**src/rtl/host_cmd_mstr.sv**
```systemverilog
// -----------------------------------------------------------------------------
// host_cmd_mstr
//
// Host-side UART command master for the DSO_dig command link.
//
// The transmitter sends a 24-bit command as three back-to-back 8N1 frames,
// high byte first. The receiver independently deserializes 8N1 response frames
// and presents each byte through a ready/clear handshake. Tx and Rx share no
// state except that an accepted command clears a stale resp_rdy.
//
// Ports
//   clk          system clock
//   rst_n        asynchronous active-low reset
//   cmd          command word: [23:16] opcode, [15:8] byte 2, [7:0] byte 3
//   send_cmd     one-cycle start pulse; only honoured while the Tx side is idle
//   cmd_sent     high after the third stop bit, held until the next accepted send
//   TX           serial out, idles high
//   RX           serial in, asynchronous to clk
//   resp         last correctly framed response byte
//   resp_rdy     resp holds a byte that has not been acknowledged yet
//   clr_resp_rdy one-cycle acknowledge for resp_rdy
//
// Parameter
//   BAUD_CYCLES  clk cycles per bit period (>= 4)
// -----------------------------------------------------------------------------
module host_cmd_mstr #(
    parameter int BAUD_CYCLES = 2604
) (
    input  logic        clk,
    input  logic        rst_n,
    input  logic [23:0] cmd,
    input  logic        send_cmd,
    output logic        cmd_sent,
    output logic        TX,
    input  logic        RX,
    output logic [7:0]  resp,
    output logic        resp_rdy,
    input  logic        clr_resp_rdy
);

    // Baud counters run 0..BAUD_CYCLES-1.
    localparam int            CW        = $clog2(BAUD_CYCLES);
    localparam logic [CW-1:0] BAUD_LAST = CW'(BAUD_CYCLES - 1);
    localparam logic [CW-1:0] HALF_LAST = CW'(BAUD_CYCLES / 2 - 1);

    // =========================================================================
    // Transmitter
    // =========================================================================
    typedef enum logic [1:0] {
        TX_IDLE,
        TX_LOAD,
        TX_SHIFT
    } tx_state_e;

    tx_state_e     tx_state_q, tx_state_d;
    logic [23:0]   tx_hold_q,  tx_hold_d;
    logic [9:0]    tx_shift_q, tx_shift_d;
    logic [CW-1:0] tx_baud_q,  tx_baud_d;
    logic [3:0]    tx_bit_q,   tx_bit_d;
    logic [1:0]    tx_byte_q,  tx_byte_d;
    logic          tx_q,       tx_d;
    logic          cmd_sent_q, cmd_sent_d;
    logic [7:0]    tx_sel;
    logic          send_acc;

    always_comb begin
        tx_state_d = tx_state_q;
        tx_hold_d  = tx_hold_q;
        tx_shift_d = tx_shift_q;
        tx_baud_d  = tx_baud_q;
        tx_bit_d   = tx_bit_q;
        tx_byte_d  = tx_byte_q;
        cmd_sent_d = cmd_sent_q;
        send_acc   = 1'b0;

        case (tx_byte_q)
            2'd0:    tx_sel = tx_hold_q[23:16];
            2'd1:    tx_sel = tx_hold_q[15:8];
            default: tx_sel = tx_hold_q[7:0];
        endcase

        case (tx_state_q)
            TX_IDLE: begin
                if (send_cmd) begin
                    send_acc   = 1'b1;
                    tx_hold_d  = cmd;
                    tx_byte_d  = 2'd0;
                    cmd_sent_d = 1'b0;
                    tx_state_d = TX_LOAD;
                end
            end
            TX_LOAD: begin
                // Frame is shifted out LSB first: start, data[0..7], stop.
                tx_shift_d = {1'b1, tx_sel, 1'b0};
                tx_baud_d  = '0;
                tx_bit_d   = '0;
                tx_state_d = TX_SHIFT;
            end
            TX_SHIFT: begin
                if (tx_baud_q == BAUD_LAST) begin
                    tx_baud_d  = '0;
                    tx_shift_d = {1'b1, tx_shift_q[9:1]};
                    if (tx_bit_q == 4'd9) begin
                        if (tx_byte_q == 2'd2) begin
                            cmd_sent_d = 1'b1;
                            tx_state_d = TX_IDLE;
                        end else begin
                            tx_byte_d  = tx_byte_q + 2'd1;
                            tx_state_d = TX_LOAD;
                        end
                    end else begin
                        tx_bit_d = tx_bit_q + 4'd1;
                    end
                end else begin
                    tx_baud_d = tx_baud_q + CW'(1);
                end
            end
            default: tx_state_d = TX_IDLE;
        endcase

        // TX is registered so the line never glitches; this adds one cycle of
        // latency uniformly to every bit, and the LOAD cycle between bytes is
        // seen on the line as a slightly longer stop bit.
        tx_d = (tx_state_q == TX_SHIFT) ? tx_shift_q[0] : 1'b1;
    end

    always_ff @(posedge clk or negedge rst_n) begin
        if (!rst_n) begin
            tx_state_q <= TX_IDLE;
            tx_hold_q  <= '0;
            tx_shift_q <= '1;
            tx_baud_q  <= '0;
            tx_bit_q   <= '0;
            tx_byte_q  <= '0;
            tx_q       <= 1'b1;
            cmd_sent_q <= 1'b0;
        end else begin
            tx_state_q <= tx_state_d;
            tx_hold_q  <= tx_hold_d;
            tx_shift_q <= tx_shift_d;
            tx_baud_q  <= tx_baud_d;
            tx_bit_q   <= tx_bit_d;
            tx_byte_q  <= tx_byte_d;
            tx_q       <= tx_d;
            cmd_sent_q <= cmd_sent_d;
        end
    end

    // =========================================================================
    // Receiver
    // =========================================================================
    typedef enum logic [1:0] {
        RX_IDLE,
        RX_START,
        RX_DATA,
        RX_STOP
    } rx_state_e;

    // Two-flop synchronizer plus one history flop for edge detection. All
    // reset to the idle (mark) level so reset release never looks like a start.
    logic          rx_sync1_q, rx_sync2_q, rx_prev_q;
    rx_state_e     rx_state_q, rx_state_d;
    logic [CW-1:0] rx_baud_q,  rx_baud_d;
    logic [2:0]    rx_bit_q,   rx_bit_d;
    logic [7:0]    rx_shift_q, rx_shift_d;
    logic          rx_ferr_q,  rx_ferr_d;
    logic [7:0]    resp_q,     resp_d;
    logic          resp_rdy_q, resp_rdy_d;
    logic          rx_fall;
    logic          rx_done;

    assign rx_fall = rx_prev_q & ~rx_sync2_q;

    always_comb begin
        rx_state_d = rx_state_q;
        rx_baud_d  = rx_baud_q;
        rx_bit_d   = rx_bit_q;
        rx_shift_d = rx_shift_q;
        rx_ferr_d  = rx_ferr_q;
        resp_d     = resp_q;
        rx_done    = 1'b0;

        case (rx_state_q)
            RX_IDLE: begin
                if (rx_fall) begin
                    rx_baud_d  = '0;
                    rx_state_d = RX_START;
                end
            end
            RX_START: begin
                // Half a bit after the edge we are at the start-bit centre;
                // a line already back high was only a glitch.
                if (rx_baud_q == HALF_LAST) begin
                    rx_baud_d = '0;
                    rx_bit_d  = '0;
                    rx_state_d = rx_sync2_q ? RX_IDLE : RX_DATA;
                end else begin
                    rx_baud_d = rx_baud_q + CW'(1);
                end
            end
            RX_DATA: begin
                if (rx_baud_q == BAUD_LAST) begin
                    rx_baud_d  = '0;
                    rx_shift_d = {rx_sync2_q, rx_shift_q[7:1]};
                    if (rx_bit_q == 3'd7) begin
                        rx_ferr_d  = 1'b0;
                        rx_state_d = RX_STOP;
                    end else begin
                        rx_bit_d = rx_bit_q + 3'd1;
                    end
                end else begin
                    rx_baud_d = rx_baud_q + CW'(1);
                end
            end
            RX_STOP: begin
                if (rx_ferr_q) begin
                    // Framing error: hold off until the line returns to mark
                    // so the low stop bit is not mistaken for a new start.
                    if (rx_sync2_q) begin
                        rx_ferr_d  = 1'b0;
                        rx_state_d = RX_IDLE;
                    end
                end else if (rx_baud_q == BAUD_LAST) begin
                    if (rx_sync2_q) begin
                        resp_d     = rx_shift_q;
                        rx_done    = 1'b1;
                        rx_state_d = RX_IDLE;
                    end else begin
                        rx_ferr_d = 1'b1;
                    end
                end else begin
                    rx_baud_d = rx_baud_q + CW'(1);
                end
            end
            default: rx_state_d = RX_IDLE;
        endcase

        // A completing byte beats any clear in the same cycle.
        if (rx_done)
            resp_rdy_d = 1'b1;
        else if (clr_resp_rdy || send_acc)
            resp_rdy_d = 1'b0;
        else
            resp_rdy_d = resp_rdy_q;
    end

    always_ff @(posedge clk or negedge rst_n) begin
        if (!rst_n) begin
            rx_sync1_q <= 1'b1;
            rx_sync2_q <= 1'b1;
            rx_prev_q  <= 1'b1;
            rx_state_q <= RX_IDLE;
            rx_baud_q  <= '0;
            rx_bit_q   <= '0;
            rx_shift_q <= '0;
            rx_ferr_q  <= 1'b0;
            resp_q     <= 8'h00;
            resp_rdy_q <= 1'b0;
        end else begin
            rx_sync1_q <= RX;
            rx_sync2_q <= rx_sync1_q;
            rx_prev_q  <= rx_sync2_q;
            rx_state_q <= rx_state_d;
            rx_baud_q  <= rx_baud_d;
            rx_bit_q   <= rx_bit_d;
            rx_shift_q <= rx_shift_d;
            rx_ferr_q  <= rx_ferr_d;
            resp_q     <= resp_d;
            resp_rdy_q <= resp_rdy_d;
        end
    end

    assign TX       = tx_q;
    assign cmd_sent = cmd_sent_q;
    assign resp     = resp_q;
    assign resp_rdy = resp_rdy_q;

endmodule

```
**config.mk**
```make
export PLATFORM = sky130hd
export DESIGN_NAME = host_cmd_mstr
export DESIGN_NICKNAME = d
export VERILOG_FILES = /design/src/rtl/host_cmd_mstr.sv
export SDC_FILE = /design/constraint.sdc
export NUM_CORES = 1
export LEC_CHECK = 0
export ABC_CLOCK_PERIOD_IN_PS = 1980
export CORE_ASPECT_RATIO = 0.7
export CORE_MARGIN = 4
export CORE_UTILIZATION = 58
export DETAILED_ROUTE_END_ITERATION = 10
export PLACE_DENSITY = 0.84
export RECOVER_POWER = 25
export SYNTH_ARGS = -nofsm -noshare
export SYNTH_HDL_FRONTEND = slang
export SYNTH_SLANG_ARGS = --single-unit
```
**constraint.sdc**
```tcl
create_clock -name clk -period 1.98 [get_ports clk]
set_input_delay 0.297 -clock clk [delete_from_list [all_inputs] [get_ports clk]]
set_output_delay 0.297 -clock clk [all_outputs]
set_load 0.05 [all_outputs]
```
==> impl_metrics.csv, run 1 <==
group,metric,value,unit
synthesis,yosysUniqueCellTypes,57,
critical_path,r2r-end,"resp[2]",
pwr,seqPwrFrac,40.3,%
final_layout,areaGrowthSynthToFinish,23.8,%
global_routing,grt.overflow.total,0,
critical_path,critPathBufInv,2,
pwr,p_comb_share,37.9,%
critical_path,crit_family,"simple AND/OR/NAND/NOR gates",
route,vias,3616,
clock_tree,cts_tree,"done",
critical_path,path_cells,"nor4bb_1, buf_4, nand4_2, nor3_4, buf_12, mux2_2",
critical_path,r2r_setup_slack,10,ps
critical_path,slowest_delay,440,ps
critical_path,crit_required,2200,ps
die,start_util,59.4,%
clock_tree,cts_buffers,9,
die,core,0.00784,mm²
critical_path,r2r-start,"rx_baud_q[9]",
die,chipHeight,82.9,µm
critical_path,cp_max_fo,9,
global_routing,grtUsageTotal,22.5,%
timing,hold_violations,0,
clock_tree,htreeDepth,3,
timing,slew-limit-headroom,62.1,%
global_routing,grt_pass1_wl,17300,µm
critical_path,path_depth,6,
hold_path,min_path_type,"register to register",
outcome,status,"finished, final reports clean",
die,die_area,0.00954,mm²
die,io_pins,40,
placement,hpwl,7130,µm
route,wl,10300,µm
synthesis,synth.net_count,462,
placement,pre_cts_ws,-41.6,ps
route,routedWlPerCell,17.3,µm
synthesis,synth_top_area_share,43.0,%
synthesis,yosysSeqAreaShare,50.4,%
synthesis,synth_area_leaders,"dfrtp_1 (43%), mux2_2 (10%), dfstp_2 (7.3%), ha_1 (4.0%), o21ai_0 (2.5%)",
route,drt-met1-wl,4730,µm
critical_path,cp-endpoint,"resp[2]",
final_layout,drive_above_1_share,25.8,%
critical_path,startpoint_type,"register",
critical_path,crit_path_start,"rx_baud_q[9]",
synthesis,avgSynthCellArea,11.1,µm²
synthesis,syn_area,0.00465,mm²
route,routed.top_layer,"met4",
pwr,power.switching,2.47,mW
synthesis,synth.largest_area_cell,"dfrtp_1",
die,row_count,27,
pwr,p_int,4.67,mW
synthesis,async_reset_ff_share,100,%
route,drtAntennaViolNets,0,
die,fp.dieW,115,µm
critical_path,crit_path_end_kind,"register",
timing,fin_crit,1970,ps
route,drt_iter0_markers,349,
timing,rsz0062_at_grt,"yes",
timing,layout_worst_path_cycle_share,99.3,%
placement,place.gp.congestion,0.884,
route,vias_per_cell,6.05,
synthesis,ys_ff_latch,93,
pwr,clkPwrFrac,21.8,%
final_layout,fin_nets,536,
timing,fin_skew,4.45,ps
route,met3_length,549,µm
hold_path,min_path_cells,0,
clock_tree,cts_buffer_depth,2,
placement,io_buffer_count,39,
pwr,switching_share,34.6,%
timing,tightest_slew,569,ps
synthesis,yosysWarnings,0,
pwr,power.density,1240,mW/mm²
route,drc,0,
timing,fmax,509,MHz
clock_tree,clk_latency,340,ps
critical_path,r2r_cells,6,
timing,setup_violations,0,
flow_run,max_cap_viol_count,0,
route,wl_met2,4880,µm
final_layout,fillCellCount,527,
clock_tree,clock-root-buffer,"clkbuf_16",
global_routing,grt_pass1_vias,3662,
pwr,leakagePower,2.46,nW
final_layout,diodes,0,
global_routing,antenna_found_initial,0,
timing,timing.final.ws_setup,14.1,ps
synthesis,synth-edff-count,0,
clock_tree,clock_sinks,93,
critical_path,crit_arrival,2190,ps
clock_tree,clk_pin_slew,60,ps
critical_path,path_class,"register to register",
route,dr.pass1.iters,4,
timing,final-max-slew-violation-count,0,
global_routing,grt_max_degree,44,
pwr,total_power,7.13,mW
synthesis,syn_inst,418,
pwr,peakVddDrop,957,µV
critical_path,crit_slowest_cell,"dfrtp_1",
synthesis,synth_ff_type,"dfrtp_1",
-- cell families (layout without fill, tap and decap cells) --
group                    after synthesis  in the layout  share of synthesized area, %
AO/OA/AOI/OAI                        106            106                          15.6
XOR/XNOR                               6              6                          1.13
buffers and inverters                 40            119                          3.44
AND/OR/NAND/NOR                      113            113                          14.6
multiplexers                          45             45                          10.9
adder cells (fa/ha/maj)               15             15                          4.03
flip-flops                            93             93                          50.4
-- final cells by class --
class / instances / area, µm² / area share [%]
flip-flops and latches: 93 / 2340 / 40.7
multi-input cells: 285 / 2200 / 38.1
well taps: 101 / 126 / 2.19
clock inverters: 3 / 15.0 / 0.261
inverters: 21 / 82.6 / 1.43
repair buffers: 82 / 744 / 12.9
clock buffers: 13 / 250 / 4.34
-- cells in the final DEF, fill, tap and decap left out, drive strengths merged, types with 3 or more instances in the layout --
master	count
ha	15
dfstp	13
inv	20
nor2b	10
and2	3
o31ai	16
o21a	3
nor2	17
or3	4
a21o	3
nand2	18
nor3	6
and4	5
nand3	15
buf	40
nand2b	5
dfrtp	80
o211ai	7
nand4	7
or4	8
xnor2	6
clkdlybuf4s50	37
a211oi	7
mux2	44
a22o	10
nor3b	3
clkbuf	16
a31oi	3
a21oi	18
clkinv	3
o21ai	23
nor4bb	4
-- cells in the mapped netlist, types with 13 or more instances --
| cell | n |
|---|---|
| a21oi_1 | 18 |
| dfrtp_1 | 80 |
| dfstp_2 | 13 |
| ha_1 | 15 |
| inv_1 | 21 |
| mux2_2 | 42 |
| nand2_1 | 18 |
| nand3_1 | 15 |
| nor2_1 | 16 |
| o21ai_0 | 23 |
| o31ai_1 | 15 |
-- power groups by stage --
stage | clock network [mW] | registers [mW] | logic (mW)
after global routing | 1.68 | 2.93 | 2.94
after global placement | 0 | 2.83 | 2.39
after floorplan | 0 | 2.83 | 1.72
after detailed placement | 0 | 2.88 | 2.51
final | 1.56 | 2.87 | 2.70
after CTS | 1.58 | 2.85 | 2.54
-- repair_timing --
| action | CTS | global route |
|---|---|---|
| setup endpoints to repair | 9 | 30 |
| endpoints found under the hold margin | 7 | 0 |
| setup buffers | 0 | 5 |
| gates resized for setup | 2 | 11 |
| pin swaps | 0 | 2 |
| hold buffers | 1 | 0 |
-- per-stage QoR --
stage	hold WS (ps)	instances	TNS (ps)	util (%)	cell area, µm²
finish	365	598	0	73.5	5760
global route	371	598	-252	73.5	5760
CTS	318	593	0	72.6	5690
detailed placement	139	576	-276	68.9	5400
global placement	138	576	0	68.9	5400
floorplan	1.41	418	0	-	4650
-- state kept, by name (all words and copies together), names as in the netlist, 3 cells and up, named ones only --
signal	flops
tx_hold_q	24
tx_bit_q	4
tx_shift_q	9
resp	8
rx_baud_q	12
tx_baud_q	12
rx_bit_q	3
rx_shift_q	8
-- worst min path at each step --
stage	to	start	slack, ps
floorplan	asynchronous set/reset pin	rst_n	1
global placement	rx_shift_q[1]	rst_n	140
detailed placement	rx_shift_q[1]	rst_n	140
CTS	rx_shift_q[1]	rst_n	320
global route	rx_sync2_q	rx_sync1_q	370
finish	rx_sync2_q	rx_sync1_q	360
-- layer usage --
layer	up-vias	track usage, %
li1	1702	-
met1	1794	31.5
met2	104	33.6
met3	16	7.43
met4	0	6.50
met5	-	0
No activity file was read; power rests on OpenSTA's default activity.
==> run 2, diff against run 1 <==
CORE_MARGIN = 3   (was 4)
PLACE_DENSITY = unset   (was 0.84)
PLACE_DENSITY_LB_ADDON = 0.3   (was unset)
==> run 2 against run 1 <==
  * Flip-flop and latch count is the same
  * Core utilization grew 3.1 points
  * The flow now finishes with violations (setup timing)
  * Via count grew 1.2%
  * Clock-buffer cell count shrank 2
  * Critical endpoint is now rx_baud_q[5]
==> impl_metrics.csv, run 2 (synthesized netlist as in run 1, its figures left out) <==
group,metric,value,unit
outcome,status,"complete, but fails checks",
outcome,violations,"setup timing",
final_layout,regMostFlops,"tx_hold_q",
pwr,switching_share,34.3,%
route,wl,11000,µm
clock_tree,htreeDepth,3,
critical_path,path_class,"register to register",
clock_tree,cts_tree,"done",
placement,dpl-instance-area,0.00534,mm²
pwr,p_comb_share,37.8,%
placement,io_buffer_count,39,
pwr,peakVddDrop,845,µV
die,chipHeight,80.9,µm
timing,rsz0062_at_grt,"yes",
route,dr.pass1.iters,5,
die,row_count,26,
die,core,0.00755,mm²
final_layout,fin_cells,593,
timing,hold_violations,0,
pwr,seqPwrFrac,38.8,%
pwr,power.density,1280,mW/mm²
timing,slew-limit-headroom,55.0,%
final_layout,multi_input_area,0.00221,mm²
final_layout,largest_registers,"tx_hold_q x24, rx_baud_q x12, tx_baud_q x12",
critical_path,cp_common_cell,"o211ai_1",
final_layout,fillCellCount,509,
global_routing,grt_pass1_wl,17400,µm
final_layout,seq_area,0.00234,mm²
timing,timing.final.ws_setup,-147,ps
hold_path,min_path_type,"register to register",
pwr,power.switching,2.54,mW
final_layout,fin_nets,534,
final_layout,drive_above_1_share,26.1,%
final_layout,diodes,0,
timing,fin_skew,7.62,ps
die,start_util,61.6,%
critical_path,crit_arrival,2330,ps
route,drc,0,
timing,tightest_slew,674,ps
critical_path,crit_required,2180,ps
route,vias_per_cell,6.17,
global_routing,grt_pass1_vias,3548,
final_layout,layout_common_cells,"dfrtp_1 (79), mux2_2 (42), buf_4 (38), clkdlybuf4s50_1 (36), o21ai_0 (23)",
route,drt_iter0_markers,391,
clock_tree,clock_sinks,93,
die,die_area,0.00915,mm²
critical_path,crit_slowest_cell,"o211ai_1",
clock_tree,cts_buffers,9,
die,io_pins,40,
timing,fin_crit,2130,ps
final_layout,areaGrowthSynthToFinish,24.2,%
clock_tree,clock-root-buffer,"clkbuf_16",
critical_path,startpoint_type,"register",
clock_tree,clk_pin_slew,60,ps
critical_path,path_cells,"ha_2, nor4b_1, buf_4, a31oi_4, o211ai_1, o211ai_1",
critical_path,crit_path_end_kind,"register",
pwr,clkPwrFrac,23.4,%
placement,pre_cts_ws,-46.0,ps
pwr,leakagePower,2.48,nW
critical_path,crit_family,"compound AO/OA/AOI/OAI gates",
pwr,p_int,4.86,mW
route,routedWlPerCell,18.5,µm
die,fp.dieW,113,µm
clock_tree,cts_buffer_depth,2,
placement,hpwl,7180,µm
global_routing,grt.overflow.total,0,
critical_path,cp_max_fo,6,
global_routing,grt_max_degree,47,
placement,place.gp.congestion,0.930,
timing,setup_violations,20,
final_layout,largest_reg_flops,24,
timing,layout_worst_path_cycle_share,107,%
global_routing,grtUsageTotal,23.9,%
placement,dp.cells,568,
final_layout,layout_commonest_cell,"dfrtp_1",
global_routing,antenna_found_initial,0,
timing,final-max-slew-violation-count,0,
route,drtAntennaViolNets,0,
route,vias,3661,
timing,fmax,470,MHz
critical_path,critPathBufInv,1,
clock_tree,clk_latency,340,ps
flow_run,max_cap_viol_count,0,
critical_path,slowest_delay,420,ps
final_layout,finalInstanceArea,0.00578,mm²
[run 2: cell count changes in the layout (fill, tap and decap cells not counted), sizes merged]
cell / previous run / this run
clkinvlp: 1 / 2
clkdlybuf4s50: 37 / 36
clkbuf: 16 / 13
bufinv: 0 / 1
[run 2: worst paths after layout]
path	from	endpoint	slack, ps	cells after the start
max	rx_baud_q[0]	rx_baud_q[5]	-150	6
min	rx_sync1_q	rx_sync2_q	370	0
max reg2reg	rx_baud_q[0]	rx_baud_q[5]	-150	6
min reg2reg	rx_sync1_q	rx_sync2_q	370	0
max in group asynchronous	rst_n	tx_hold_q[5]	320	3
min in group asynchronous	rst_n	rx_shift_q[0]	520	2
[run 2: worst register-to-register path: cells and delay by family (launching register included)]
family                     cells  cell delay (ps)
AOI/OAI and AO/OA              3              720
adders and majority gates      1              240
buffers and inverters          1              230
DFF                            1              400
and+or+nand+nor                1              410
[run 2: metal layers]
metal,wire length (µm),up-vias,share of wire (%),GRT usage (%)
li1,-,1696,-,-
met1,5020,1794,46,33.6
met2,5080,143,46,37.5
met3,656,28,6.0,6.11
met4,204,0,1.9,6.12
met5,0,-,0,0
[run 2: stage by stage]
step	power (mW)	hold WS (ps)	utilization [%]	setup TNS, ps
finish	7.40	366	76.5	-1290
CTS	7.16	362	75.2	0
global route	7.81	371	76.5	-2850
detailed placement	5.39	233	70.8	-263
floorplan	4.54	1.41	-	0
global placement	5.26	233	70.8	0
[run 2: what timing repair did]
| item | 4_1_cts | 5_1_grt |
|---|---|---|
| hold endpoints to repair | 23 | 0 |
| setup buffers | 0 | 8 |
| pin swaps | 0 | 2 |
| gates resized for setup | 4 | 12 |
| endpoints found under the setup margin | 20 | 34 |
| hold buffers | 1 | 0 |
[run 2: cell type report]
type,count,share of cell area (%)
clock buffer,11,4.20
tap,98,2.12
sequential,93,40.6
inverter,21,1.43
clock inverter,5,1.04
timing repair buffer,80,12.3
multi-input combinational,285,38.3
[run 2: power by group through the flow]
| stage | Sequential (mW) | Combinational, mW | Clock, mW |
|---|---|---|---|
| floorplan | 2.83 | 1.72 | 0 |
| global placement | 2.84 | 2.43 | 0 |
| detailed placement | 2.87 | 2.52 | 0 |
| CTS | 2.85 | 2.57 | 1.74 |
| global route | 2.94 | 3.04 | 1.84 |
| finish | 2.87 | 2.80 | 1.73 |
==> run 3, diff against run 2 <==
CORE_ASPECT_RATIO = unset   (was 0.7)
==> run 3 against run 2 <==
  * The run now ends clean
  * Core utilization shrank 3.7 points
  * Flip-flop and latch count is the same
  * Clock-buffer cell count shrank 1
  * Hold slack gained 8.3 ps
  * Setup slack gained 180 ps
  * Fmax grew 9.5%
  * Non-clock buffer count shrank 9
  * Total power shrank 6.3%
  * Global-route usage shrank 1.9 points
  * Clock power shrank 9%
  * Sequential share of layout area grew 0.88 points
  * Final cell count shrank 0.84%
  * Critical endpoint is now resp[0]
==> impl_metrics.csv, run 3 (synthesized netlist as in run 1, its figures left out) <==
group,metric,value,unit
die,fp.dieW,95.6,µm
global_routing,antenna_found_initial,0,
critical_path,crit_required,2220,ps
die,die_area,0.00913,mm²
final_layout,diodes,0,
timing,fmax,514,MHz
timing,tightest_slew,933,ps
global_routing,grt.overflow.total,0,
final_layout,largest_reg_flops,24,
flow_run,max_cap_viol_count,0,
die,chipHeight,95.6,µm
final_layout,fin_nets,525,
die,io_pins,40,
pwr,power.density,1230,mW/mm²
die,core,0.00777,mm²
timing,fin_crit,1940,ps
clock_tree,cts_tree,"done",
critical_path,crit_slowest_cell,"dfrtp_1",
pwr,peakVddDrop,864,µV
hold_path,min_path_type,"register to register",
critical_path,path_cells,"ha_1, nor3b_4, nand4_2, nor3_4, buf_12, mux2_2",
clock_tree,clock_sinks,93,
critical_path,crit_path_end_kind,"register",
timing,final-max-slew-violation-count,0,
placement,dpl-instance-area,0.00534,mm²
placement,io_buffer_count,39,
route,drt_iter0_markers,161,
clock_tree,htreeDepth,3,
clock_tree,cts_buffers,9,
final_layout,layout_commonest_cell,"dfrtp_1",
timing,hold_violations,0,
clock_tree,clk_latency,360,ps
route,vias,3512,
final_layout,areaGrowthSynthToFinish,21.5,%
pwr,leakagePower,2.40,nW
route,drtAntennaViolNets,0,
final_layout,seq_area,0.00234,mm²
placement,hpwl,6510,µm
final_layout,layout_common_cells,"dfrtp_1 (79), mux2_2 (42), clkdlybuf4s50_1 (36), buf_4 (26), o21ai_0 (23)",
final_layout,final_util,72.8,%
critical_path,slowest_delay,430,ps
critical_path,startpoint_type,"register",
global_routing,grtUsageTotal,22.0,%
global_routing,grt_pass1_wl,16000,µm
clock_tree,clock-root-buffer,"clkbuf_8",
die,row_count,32,
timing,layout_worst_path_cycle_share,98.2,%
clock_tree,cts_buffer_depth,2,
clock_tree,clk_pin_slew,100,ps
outcome,status,"finished, final reports clean",
global_routing,grt_max_degree,40,
critical_path,cp_max_fo,9,
die,start_util,59.9,%
critical_path,path_class,"register to register",
final_layout,finalInstanceArea,0.00565,mm²
route,drc,0,
placement,place.gp.congestion,0.854,
route,vias_per_cell,5.97,
final_layout,multi_input_area,0.00219,mm²
route,dr.pass1.iters,4,
timing,fin_skew,10.4,ps
final_layout,largest_registers,"tx_hold_q x24, rx_baud_q x12, tx_baud_q x12",
critical_path,crit_arrival,2180,ps
route,wl,9560,µm
final_layout,fillCellCount,574,
timing,slew-limit-headroom,37.8,%
pwr,total_power,6.94,mW
route,routedWlPerCell,16.3,µm
timing,setup_violations,0,
final_layout,regMostFlops,"tx_hold_q",
global_routing,grt_pass1_vias,3416,
final_layout,drive_above_1_share,24.1,%
run 3: changes by cell type in the layout (fill, tap and decap cells not counted), moves of 2 or more:
cell / previous run / this run
inv_6: 0 / 2
buf_12: 1 / 3
buf_4: 38 / 26
ha_2: 2 / 0
ha_1: 13 / 15
clkbuf_16: 9 / 0
clkbuf_8: 1 / 10
clkinv_4: 2 / 0
bufinv_16: 1 / 3
run 3: final timing paths:
kind / slack, ps / start / endpoint / cells past startpoint
worst min register to register: 370 / rx_sync1_q / rx_sync2_q / 0
worst max register to register: 40 / rx_baud_q[1] / resp[0] / 6
worst min-delay path: 370 / rx_sync1_q / rx_sync2_q / 0
worst max-delay path: 40 / rx_baud_q[1] / resp[0] / 6
min in group asynchronous: 610 / rst_n / rx_baud_q[8] / 2
max in group asynchronous: 470 / rst_n / TX / 3
run 3: per-layer routing:
layer | vias up | wire [µm] | track usage, %
met1 | 1727 | 4220 | 29.3
met4 | 0 | 64 | 6.28
met2 | 100 | 4920 | 37.1
li1 | 1678 | - | -
met5 | - | 0 | 0
met3 | 7 | 363 | 3.79
run 3: layout make-up:
class | count | share of cell area (%)
Clock buffer | 10 | 2.43
Clock inverter | 6 | 2.04
Inverter | 21 | 1.39
Multi-Input combinational cell | 285 | 38.8
Sequential cell | 93 | 41.5
Tap cell | 102 | 2.26
Timing Repair Buffer | 71 | 11.6
run 3: per-stage QoR:
stage               TNS (ps)  std cells  hold slack (ps)  worst slack [ps]
floorplan                  0        418             1.41               160
detailed placement         0        569              295              21.0
global route            -377        588              378             -53.4
finish                     0        588              374              36.3
global placement           0        569              291               104
CTS                        0        586              326              5.36
run 3: power breakdown:
group,internal [mW],switching [mW],total (mW)
Sequential,2.49,0.370,2.86
Combinational,1.21,1.29,2.50
Clock,0.883,0.687,1.57
run 3: worst max-delay path, delay by kind of cell, from the launching register on:
| family | cells | cell delay (ps) |
|---|---|---|
| flip-flops | 1 | 430 |
| adder cells (fa/ha/maj) | 1 | 270 |
| buffers and inverters | 1 | 160 |
| AND/OR/NAND/NOR | 3 | 640 |
| multiplexers | 1 | 330 |
run 3: timing repair:
| item | CTS | global route |
|---|---|---|
| buffers inserted | 0 | 2 |
| hold endpoints to repair | 33 | 0 |
| endpoints found under the setup margin | 4 | 36 |
| hold buffers | 1 | 0 |
| resized for setup | 2 | 10 |
| pin swaps | 0 | 1 |
